### config.mk
export PLATFORM = sky130hd
export DESIGN_NAME = if_id_fetch_queue
export DESIGN_NICKNAME = d
export VERILOG_FILES = /design/src/rtl/if_id_fetch_queue.sv
export SDC_FILE = /design/constraint.sdc
export NUM_CORES = 1
export LEC_CHECK = 0
export CAP_MARGIN = 40
export CELL_PAD_IN_SITES_DETAIL_PLACEMENT = 1
export CELL_PAD_IN_SITES_GLOBAL_PLACEMENT = 1
export CORE_MARGIN = 3
export CORE_UTILIZATION = 51
export CTS_BUF_LIST = sky130_fd_sc_hd__clkbuf_2
export CTS_CLUSTER_SIZE = 10
export DETAILED_ROUTE_END_ITERATION = 10
export PLACE_DENSITY = 0.95
export SKIP_LAST_GASP = 1
export SLEW_MARGIN = 30
export SYNTH_ARGS = -nofsm -noshare
export SYNTH_HDL_FRONTEND = slang
export SYNTH_SLANG_ARGS = --single-unit
### constraint.sdc
create_clock -name clk -period 8.7 [get_ports clk]
set_input_delay 2.175 -clock clk [delete_from_list [all_inputs] [get_ports clk]]
set_output_delay 2.175 -clock clk [all_outputs]
set_load 0.03 [all_outputs]
### src/rtl/if_id_fetch_queue.sv
// Fetch-to-decode decoupling queue: DEPTH-entry circular buffer of {pc, instr}
// pairs with valid/ready handshakes, single-cycle flush and a clock-gating hint.
module if_id_fetch_queue #(
    parameter int unsigned     DEPTH = 4,
    parameter int unsigned     XLEN  = 32,
    parameter logic [XLEN-1:0] NOP   = XLEN'(32'h0000_0013)
) (
    input  logic                         clk,
    input  logic                         reset,
    input  logic                         flush,
    input  logic                         in_valid,
    input  logic [XLEN-1:0]              in_pc,
    input  logic [XLEN-1:0]              in_instr,
    output logic                         in_ready,
    output logic                         out_valid,
    output logic [XLEN-1:0]              out_pc,
    output logic [XLEN-1:0]              out_instr,
    input  logic                         out_ready,
    output logic [$clog2(DEPTH):0]       count,
    output logic                         idle
);

    localparam int unsigned AW = $clog2(DEPTH);
    localparam int unsigned CW = AW + 1;

    logic [XLEN-1:0] r_pc_mem    [DEPTH];
    logic [XLEN-1:0] r_instr_mem [DEPTH];
    logic [AW-1:0]   r_wr_ptr;
    logic [AW-1:0]   r_rd_ptr;
    logic [CW-1:0]   r_count;

    logic            w_empty;
    logic            w_full;
    logic            w_push;
    logic            w_pop;

    // Handshake qualification; flush blocks both the incoming entry and the pop.
    always_comb begin
        w_empty   = (r_count == CW'(0));
        w_full    = (r_count == CW'(DEPTH));
        in_ready  = !w_full;
        out_valid = !w_empty && !flush;
        w_push    = in_valid && in_ready && !flush;
        w_pop     = out_valid && out_ready;
        idle      = w_empty && !in_valid;
        count     = r_count;
    end

    // Head entry is read combinationally; empty queue presents pc 0 / NOP.
    always_comb begin
        out_pc    = '0;
        out_instr = NOP;
        if (!w_empty) begin
            out_pc    = r_pc_mem[r_rd_ptr];
            out_instr = r_instr_mem[r_rd_ptr];
        end
    end

    // Pointer and occupancy update; reset dominates flush.
    always_ff @(posedge clk) begin
        if (reset || flush) begin
            r_wr_ptr <= '0;
            r_rd_ptr <= '0;
            r_count  <= '0;
        end else begin
            if (w_push) begin
                r_wr_ptr <= r_wr_ptr + AW'(1);
            end
            if (w_pop) begin
                r_rd_ptr <= r_rd_ptr + AW'(1);
            end
            case ({w_push, w_pop})
                2'b10:   r_count <= r_count + CW'(1);
                2'b01:   r_count <= r_count - CW'(1);
                default: r_count <= r_count;
            endcase
        end
    end

    // Entry storage; contents are don't-care until written, so no reset.
    always_ff @(posedge clk) begin
        if (w_push && !reset) begin
            r_pc_mem[r_wr_ptr]    <= in_pc;
            r_instr_mem[r_wr_ptr] <= in_instr;
        end
    end

endmodule

==> out/qor.yml <==
status: "finished clean"
ios: 139
fin_setup_tns_ns: 0
cts.sinks: 265
synth-edff-count: 256
drt-vias-per-instance: 5.369
htree_levels: 3
rsz0062_at_grt: "false"
ys.flop_type: "edfxtp_1"
initial_core_util: 0.5211
post-route-min-period_ns: 5.789
cts_resized: 0
wirelength_um: 21430
drive_gt1_frac: 0.2683
core_area_um2: 19530
layout_setup_ws_ns: 2.911
switchingPower_w: 0.0005398
hold_viol: 0
cts_buffers: 68
placementRows: 51
synth_cell_type_count: 29
arrival_ns: 3.61
cts_setup_buffers: 0
place_ws_ns: 2.930
initialDrtViolationCount: 222
insertedDiodeCount: 0
place_congestion: 0.7155
rrSetupSlack_ns: 6.09
clk_latency_ns: 0.81
clock_path_buffers: 3
fin_nets: 730
crit_fanout: 33
required_ns: 6.53
syn_inst: 461
setup_viol: 0
die_height_um: 147.2
clk_pin_slew_worst_paths_ns: 0.09
antenna_found_initial: 0
dr_total_vias: 5165
syn_nets: 536
die_x_um: 147.2
yosys-top-cells-count: "edfxtp_1 (256), mux4_2 (64), nor2b_1 (54)"
grt_overflow_total: 0
ys_ff_latch: 265
root_buffer: "clkbuf_2"
io_buffers: 138
grtUsageTotal: 0.2017
path_delay_family: "buffers and inverters"
pwr-share-clk: 0.341
drc: 0
syn-cell-area_um2: 10170
tightest_slew_ns: 0.6630
powerDensity_nw_per_um2: 187.7
dpl_cell_area_um2: 11910
fin_area_um2: 12490
cts-hold-fix-buffers: 0
holdWs_ns: 0.4929
hpwl_um: 13510
clock_skew_ns: 0.07779
internal_power_w: 0.001804
ant_nets: 0
finalPower_w: 0.002344
cp-end-kind: "output port"
grt_max_degree: 42
irDropWorstVdd_uv: 133.8
area_growth_syn_to_layout_pct: 22.76
synth_area_leader_cell: "edfxtp_1"
cp_cell_sequence: "buf_4, mux4_2, or2_1, clkdlybuf4s50_1"
final.period_utilization: 0.6654
maxCapViolations: 0
maxSlewViolCount: 0
pwr-share-seq: 0.604
cp_slowest_cell: "dfxtp_4"
die_area_um2: 21680
switching_share: 0.2303
synthArstFlopShare: 0
synth-seq-area-share: 0.7732
ys_warn_count: 0
synth_most_common_cell: "edfxtp_1"
fmax_ghz: 0.1727
drtPass1Iterations: 4
synth_top_area_share: 0.7555
cp.buffers_inverters: 2
wl_per_cell_um: 22.27
hold_path.class: "reg2reg"
slew_headroom: 0.5580
synth.avg_cell_area_um2: 22.07
grt_pass1_vias: 6025
total_leakage_power_nw: 3.984
pwr-share-comb: 0.055
start_kind: "register"
yosys-top-cells-area: "edfxtp_1 (76%), mux4_2 (14%), nor2b_1 (3.3%), dfxtp_1 (1.8%), buf_6 (0.77%)"
cts_tree: "done"
worstSetupPathType: "reg2out"
grt_pass1_wl_um: 33220
slowest_delay_ns: 0.78
==> worst reg2reg max path, cell delays in order, from the launching register on <==
cell	delay, ns
dfxtp_1	0.49
or3b_4	0.46
and2_4	0.21
nand2b_1	0.08
ha_1	0.21
inv_1	0.08
fa_1	0.39
xor2_1	0.16
or3_1	0.31
a21oi_1	0.16
==> registers in the layout, indices dropped and copies added (netlist names), named ones only <==
register,count
r_wr_ptr,2
count,3
r_rd_ptr,2
r_instr_mem,128
r_pc_mem,128
==> area by class of cell <==
| cell class | instances | area [µm²] |
|---|---|---|
| Clock buffer | 99 | 495.5 |
| Clock inverter | 13 | 87.58 |
| Fill cell | 1712 | 7036 |
| Inverter | 5 | 18.77 |
| Multi-Input combinational cell | 169 | 2167 |
| Sequential cell | 265 | 7875 |
| Tap cell | 265 | 331.6 |
| Timing Repair Buffer | 146 | 1515 |
==> through the flow <==
stage,utilization,cells
final,0.6397,962
after floorplan,-,461
after global routing,0.6397,962
after CTS,0.6397,962
after detailed placement,0.6098,850
after global placement,0.6037,844
==> power groups by stage <==
| stage | logic (W) | registers (W) | clock network [W] |
|---|---|---|---|
| after detailed placement | 0.000131 | 0.00144 | 0 |
| after CTS | 0.000131 | 0.00142 | 0.000836 |
| final | 0.000129 | 0.00142 | 0.000800 |
| after floorplan | 0.0000551 | 0.00144 | 0 |
| after global placement | 0.000122 | 0.00144 | 0 |
| after global routing | 0.000138 | 0.00142 | 0.000895 |
==> kinds of logic (layout without fill, tap and decap cells) <==
logic type / Yosys count / after routing / synth area share
flip-flops: 265 / 265 / 0.7732
AND/OR/NAND/NOR: 88 / 88 / 0.05362
multiplexers: 64 / 64 / 0.1417
buffers and inverters: 27 / 263 / 0.01636
AO/OA/AOI/OAI: 8 / 8 / 0.004426
adder cells (fa/ha/maj): 6 / 6 / 0.008116
XOR/XNOR: 3 / 3 / 0.002583
==> cells in the final DEF, fill, tap and decap left out <==
cell type	Yosys	final
buf_4	1	2
buf_6	7	1
nor2b_1	54	54
a21oi_1	3	3
nand4_1	2	2
or3b_4	1	1
ha_1	5	5
inv_1	5	5
bufinv_16	0	1
dfxtp_1	9	7
clkinv_4	0	1
or2_1	3	3
buf_12	0	4
or2_2	1	1
edfxtp_1	256	256
nand2b_1	1	1
clkinv_1	0	7
o31ai_1	2	2
mux4_2	64	64
nor4_1	1	1
fa_1	1	1
or3_1	2	2
and2b_1	7	7
inv_2	0	2
nor2_1	8	8
and3_4	0	4
dfxtp_4	0	2
clkbuf_2	1	99
nor3_4	0	1
and2_4	1	1
o21ai_0	3	3
clkdlybuf4s50_1	0	138
xor2_1	3	3
clkinvlp_4	0	2
nand2_1	2	2
buf_16	0	1
==> metal layers <==
metal | global-route usage | share of wire
met5 | 0 | 0
met4 | 0.06198 | 0.016
met2 | 0.3638 | 0.54
met1 | 0.2344 | 0.39
met3 | 0.05861 | 0.050
==> final timing paths <==
path | end | from | cells past startpoint
min reg2reg | register | r_rd_ptr[1]$_SDFFE_PP0P_ | 2
max | out_instr[4] | register | 4
max reg2reg | count[2]$_SDFFE_PP0P_ | count[2]$_SDFFE_PP0P_ | 9
min | register | r_rd_ptr[1]$_SDFFE_PP0P_ | 2
No activity file was read; power rests on OpenSTA's default activity.
==> edit 1, RTL diff (same flow settings) <==
Put a register stage on the output `count`, without a reset. The value now appears one clock later. The other outputs are not delayed to match.
--- a/src/rtl/if_id_fetch_queue.sv
+++ b/src/rtl/if_id_fetch_queue.sv
@@ -24,4 +24,6 @@
     localparam int unsigned CW = AW + 1;
 
+    logic [$clog2(DEPTH):0] count_d;
+
     logic [XLEN-1:0] r_pc_mem    [DEPTH];
     logic [XLEN-1:0] r_instr_mem [DEPTH];
@@ -44,5 +46,5 @@
         w_pop     = out_valid && out_ready;
         idle      = w_empty && !in_valid;
-        count     = r_count;
+        count_d   = r_count;
     end
 
@@ -86,4 +88,8 @@
     end
 
+    always_ff @(posedge clk) begin
+        count <= count_d;
+    end
+
 endmodule
 
Behaviour: not the same (a bounded check fails within 4 cycles, from zero or initial values).
==> edit 1 against the unedited design <==
Fmax increased by 0.30%; clock power decreased by 1%; total power increased by 0.16%; worst setup slack improved by 17 ps; clock skew decreased by 30 ps; area after synthesis increased by 0.48%; hold slack got worse by 22 ps; sequential cell count increased by 3; wire length increased by 1.3%; design area increased by 0.43%; highest routed layer unchanged.
==> edit 1: results (changes against the unedited design) <==
fraction of registers with async set/reset=0% (unchanged); number of port buffers=138 (unchanged); most frequently used flop master after synthesis=sky130_fd_sc_hd__edfxtp_1; Resized cells post-CTS=0 (unchanged); cell count after synthesis=464 (+0.65%); Mapped Nets=539 (+0.56%); vias in the first global route=6,124 (+1.6%); Slew HR=55.3% (-0.49 points); fraction of final layout cells sized beyond drive strength 1=26.6% (-0.23 points); estimated wirelength of the detail-placed design=13,800 um (+2.1%); CTS buffer count=69 (+1.5%); Cell Area, Placed=11,900 sq um (+0.16%); maximum clock path buffer count=3 (unchanged); fill cell instance count of the final layout=1,709 (-0.18%); Clock Pin Slew Worst Setup and Hold Paths=110 ps (+20 ps); type of the tightest min-delay check=reg2reg; maximum fanout along the worst path=33 (unchanged); post-layout instance count excluding filler cells=970 (+0.83%); final core utilization=64.0% (+0.066 points); post-detailed-routing wire length=21,700 um (+1.3%); placer congestion estimate=0.773 (+8.0%); outcome=finished clean; htree depth=3 (unchanged); number of distinct library cells after synthesis=27 (-6.9%); number of enable-type register cells in the synthesized netlist=256 (unchanged); slowest stage cell, crit path=sky130_fd_sc_hd__dfxtp_4; nets=736 (+0.82%); delay contributed by the slowest stage of the critical path=790 ps; pin count of the biggest net entering global routing=59 (+40%); Slew Viols, Final=0 (unchanged); Largest regs=r_instr_mem (128), r_pc_mem (128); number of search-and-repair iterations in the first detailed-routing pass=4 (unchanged); Initial DRC Count=346 (+56%); main area contributors after synthesis=sky130_fd_sc_hd__edfxtp_1 (75%), sky130_fd_sc_hd__mux4_2 (14%), sky130_fd_sc_hd__nor2b_1 (3.7%), sky130_fd_sc_hd__dfxtp_1 (2.3%), sky130_fd_sc_hd__buf_6 (0.77%); part of the Yosys area used for sequential elements=77.5% (+0.22 points); Post-synth top cells=sky130_fd_sc_hd__edfxtp_1 (256), sky130_fd_sc_hd__mux4_2 (64), sky130_fd_sc_hd__nor2b_1 (61); clk_skew=47.9 ps (-29.9 ps); static leakage=3.99 nW (about the same); VDD IR max=0.130 mV (-2.6%); count of vias placed by the detailed router=5,217 (+1.0%); kind of cell adding the most delay to the critical path=buffers and inverters; overall fraction of global-route tracks in use=20.6% (+0.43 points); post-placement cell count=853 (+0.35%); global-route wire length before repair=34,000 um (+2.5%); root buffer cell=sky130_fd_sc_hd__clkbuf_2; Post-Place Setup Slack=2980 ps (+48.5 ps); Worst EP arrival=3600 ps (about the same); clock insertion delay at the later pin of the skew report=780 ps (-30 ps); count of synthesis-stage warnings from yosys=0 (unchanged); number of antenna violations at the first check in global routing=2 (+2); total setup buffers inserted after CTS=0 (unchanged)
## edit 1: cell types whose count changed after synthesis
cell                      delta
sky130_fd_sc_hd__dfxtp_1     +3
sky130_fd_sc_hd__buf_4       -1
sky130_fd_sc_hd__and2b_1     -7
sky130_fd_sc_hd__nor2b_1     +7
sky130_fd_sc_hd__buf_2       +1
## edit 1: kinds of logic after synthesis
| kind of cell | after synthesis | share of synthesized area [%] |
|---|---|---|
| AO/OA/AOI/OAI | 8 | 0.440 |
| adder cells (fa/ha/maj) | 6 | 0.808 |
| flip-flops | 268 | 77.5 |
| buffers and inverters | 27 | 1.60 |
| XOR/XNOR | 3 | 0.257 |
| multiplexers | 64 | 14.1 |
| AND/OR/NAND/NOR | 88 | 5.25 |
## edit 1: per-layer routing
metal / part of all wire [%] / GRT usage (%) / up-vias
li1: - / - / 2313
met1: 38 / 22.9 / 2719
met2: 56 / 37.6 / 150
met3: 4.6 / 5.92 / 35
met4: 2.1 / 7.78 / 0
met5: 0 / 0 / -
## edit 1: cell type report
class	instances	share of cell area (%)
multi-input cells	169	17.2
well taps	265	2.64
inverters	5	0.150
repair buffers	148	12.1
clock inverters	15	0.658
clock buffers	98	3.91
flip-flops and latches	268	63.3
diodes	2	0.0399
## edit 1: path summary, 6_finish.rpt
path	slack (ps)	start	endpoint	cells after the start
min	470	count_d[2]	count[2]	0
min reg2reg	470	count_d[2]	count[2]	0
max reg2reg	6120	count_d[2]	count_d[2]	9
max	2930	flop	out_pc[8]	4
## edit 1: report_power, final
part | internal (W) | leakage, nW | switching [W] | total (W)
clock network | 0.000328 | 0.454 | 0.000461 | 0.000789
registers | 0.00142 | 2.41 | 0.00000567 | 0.00143
logic | 0.0000637 | 1.12 | 0.0000659 | 0.000130
total | 0.00182 | 3.99 | 0.000533 | 0.00235
==> edit 2, RTL diff (config.mk and constraints unchanged) <==
Without the edit above. Change the parameter `XLEN` from 32 to 64.
--- a/src/rtl/if_id_fetch_queue.sv
+++ b/src/rtl/if_id_fetch_queue.sv
@@ -3,5 +3,5 @@
 module if_id_fetch_queue #(
     parameter int unsigned     DEPTH = 4,
-    parameter int unsigned     XLEN  = 32,
+    parameter int unsigned     XLEN  = 64,
     parameter logic [XLEN-1:0] NOP   = XLEN'(32'h0000_0013)
 ) (
Interface: changed (resized in_instr, in_pc, out_instr and out_pc); port bits go from 139 to 267. No check against the original RTL was run, so the function may have changed too.
==> edit 2 against the unedited design <==
Sequential cell count rose by 256; combinational power rose by 95%; clock power is 100% higher; total power increased by 100%; worst setup slack got worse by 200 ps; clock skew is 7.0 ps lower; area after synthesis is 95% higher; design area increased by 95%; wire length grew 120%; sequential power rose by 96%; critical path depth grew 1; hold slack worse by 8.9 ps; critical path type unchanged.
==> edit 2: results (changes against the unedited design) <==
VDD IR max=0.163 mV (+22%); Initial DRC Count=730 (+230%); number of port buffers=266 (+93%); htree depth=4 (+1); crit path to=out_instr[10]; Post-synth top cells=sky130_fd_sc_hd__edfxtp_1 (512), sky130_fd_sc_hd__mux4_2 (128), sky130_fd_sc_hd__nor2b_1 (125); Slew HR=35.4% (-20 points); fraction of final layout cells sized beyond drive strength 1=27.3% (+0.44 points); Routed WL per cell=25.3 um (+14%); nets=1,380 (+89%); met3 WL=3770 um (+250%); Net Switching=0.00108 W (+100%); Worst EP arrival=3810 ps (+200 ps); Routed met2 length=24,400 um (+110%); static leakage=7.68 nW (+93%); worst reg-to-reg setup slack=6150 ps (+60 ps); placer congestion estimate=0.755 (+5.6%); Routed met1 length=17,600 um (+110%); outcome=finished clean; estimated wirelength of the detail-placed design=28,100 um (+110%); CTS buffer count=134 (+97%); vias in the first global route=11,303 (+88%); number of search-and-repair iterations in the first detailed-routing pass=5 (+1); number of antenna violations at the first check in global routing=5 (+5); part of the Yosys area used for sequential elements=78.5% (+1.2 points); clock insertion delay at the later pin of the skew report=1040 ps (+230 ps); main area contributors after synthesis=sky130_fd_sc_hd__edfxtp_1 (78%), sky130_fd_sc_hd__mux4_2 (15%), sky130_fd_sc_hd__nor2b_1 (3.9%), sky130_fd_sc_hd__dfxtp_1 (0.91%), sky130_fd_sc_hd__buf_6 (0.68%); maximum fanout along the worst path=29 (-12%); number of enable-type register cells in the synthesized netlist=512 (+100%); global-route wire length before repair=70,200 um (+110%); clk_skew=70.8 ps (-6.97 ps); die width=203 um (+38%); Mapped Nets=1,005 (+88%); number of distinct library cells after synthesis=26 (-10%); overall fraction of global-route tracks in use=22.8% (+2.7 points)
## edit 2: worst min path at each step
| stage | start | endpoint | slack (ps) | depth (start not counted) |
|---|---|---|---|---|
| final | r_rd_ptr[1] | flop | 480 | 2 |
| after global routing | r_rd_ptr[1] | flop | 490 | 2 |
| after CTS | r_rd_ptr[1] | flop | 480 | 2 |
| after detailed placement | r_rd_ptr[1] | flop | 490 | 2 |
| after global placement | r_rd_ptr[1] | flop | 460 | 2 |
| after floorplan | r_rd_ptr[1] | flop | 460 | 2 |
## edit 2: layout make-up
class	instances	area (sq um)
diodes	6	15.0
clock buffers	193	966
clock inverters	22	189
fillers	3238	13700
inverters	5	18.8
multi-input cells	297	4000
flip-flops and latches	521	15600
well taps	511	639
repair buffers	282	2950
## edit 2: metal layers
metal / vias to the layer above / track usage [%]
met5: - / 0
met1: 5350 / 28.5
met3: 56 / 7.76
met4: 2 / 6.54
met2: 452 / 38.6
li1: 4360 / -
## edit 2: critical path: stages (launching register included)
cell and delay (ps):
sky130_fd_sc_hd__dfxtp_4 580, sky130_fd_sc_hd__buf_16 280, sky130_fd_sc_hd__buf_4 530, sky130_fd_sc_hd__mux4_2 580, sky130_fd_sc_hd__nor2b_1 140, sky130_fd_sc_hd__clkdlybuf4s50_1 660
## edit 2: cells by family after synthesis
group	count (synthesis)	share of synthesized area, %
DFF	521	78.5
and+or+nand+nor	152	4.72
xor gates and xnor gates	3	0.133
AOI/OAI and AO/OA	8	0.227
adders and majority gates	6	0.417
muxes	128	14.5
buffers and inverters	48	1.49
## edit 2: power groups by stage
stage	combinational, W	clock, W	sequential (W)
floorplan	0.000103	0	0.00285
global placement	0.000236	0	0.00284
detailed placement	0.000251	0	0.00284
CTS	0.000253	0.00171	0.00279
global route	0.000267	0.00184	0.00279
finish	0.000251	0.00164	0.00279
## edit 2: metrics by stage
stage          std cells  setup WS [ps]  hold slack (ps)  instance area (sq um)
2_1_floorplan        866           2720              459                  19800
3_3_place_gp        1610           2950              460                  23000
3_5_place_dp        1615           2960              490                  23100
4_1_cts             1830           2480              480                  24300
5_1_grt             1837           2300              488                  24300
6_report            1837           2710              484                  24300
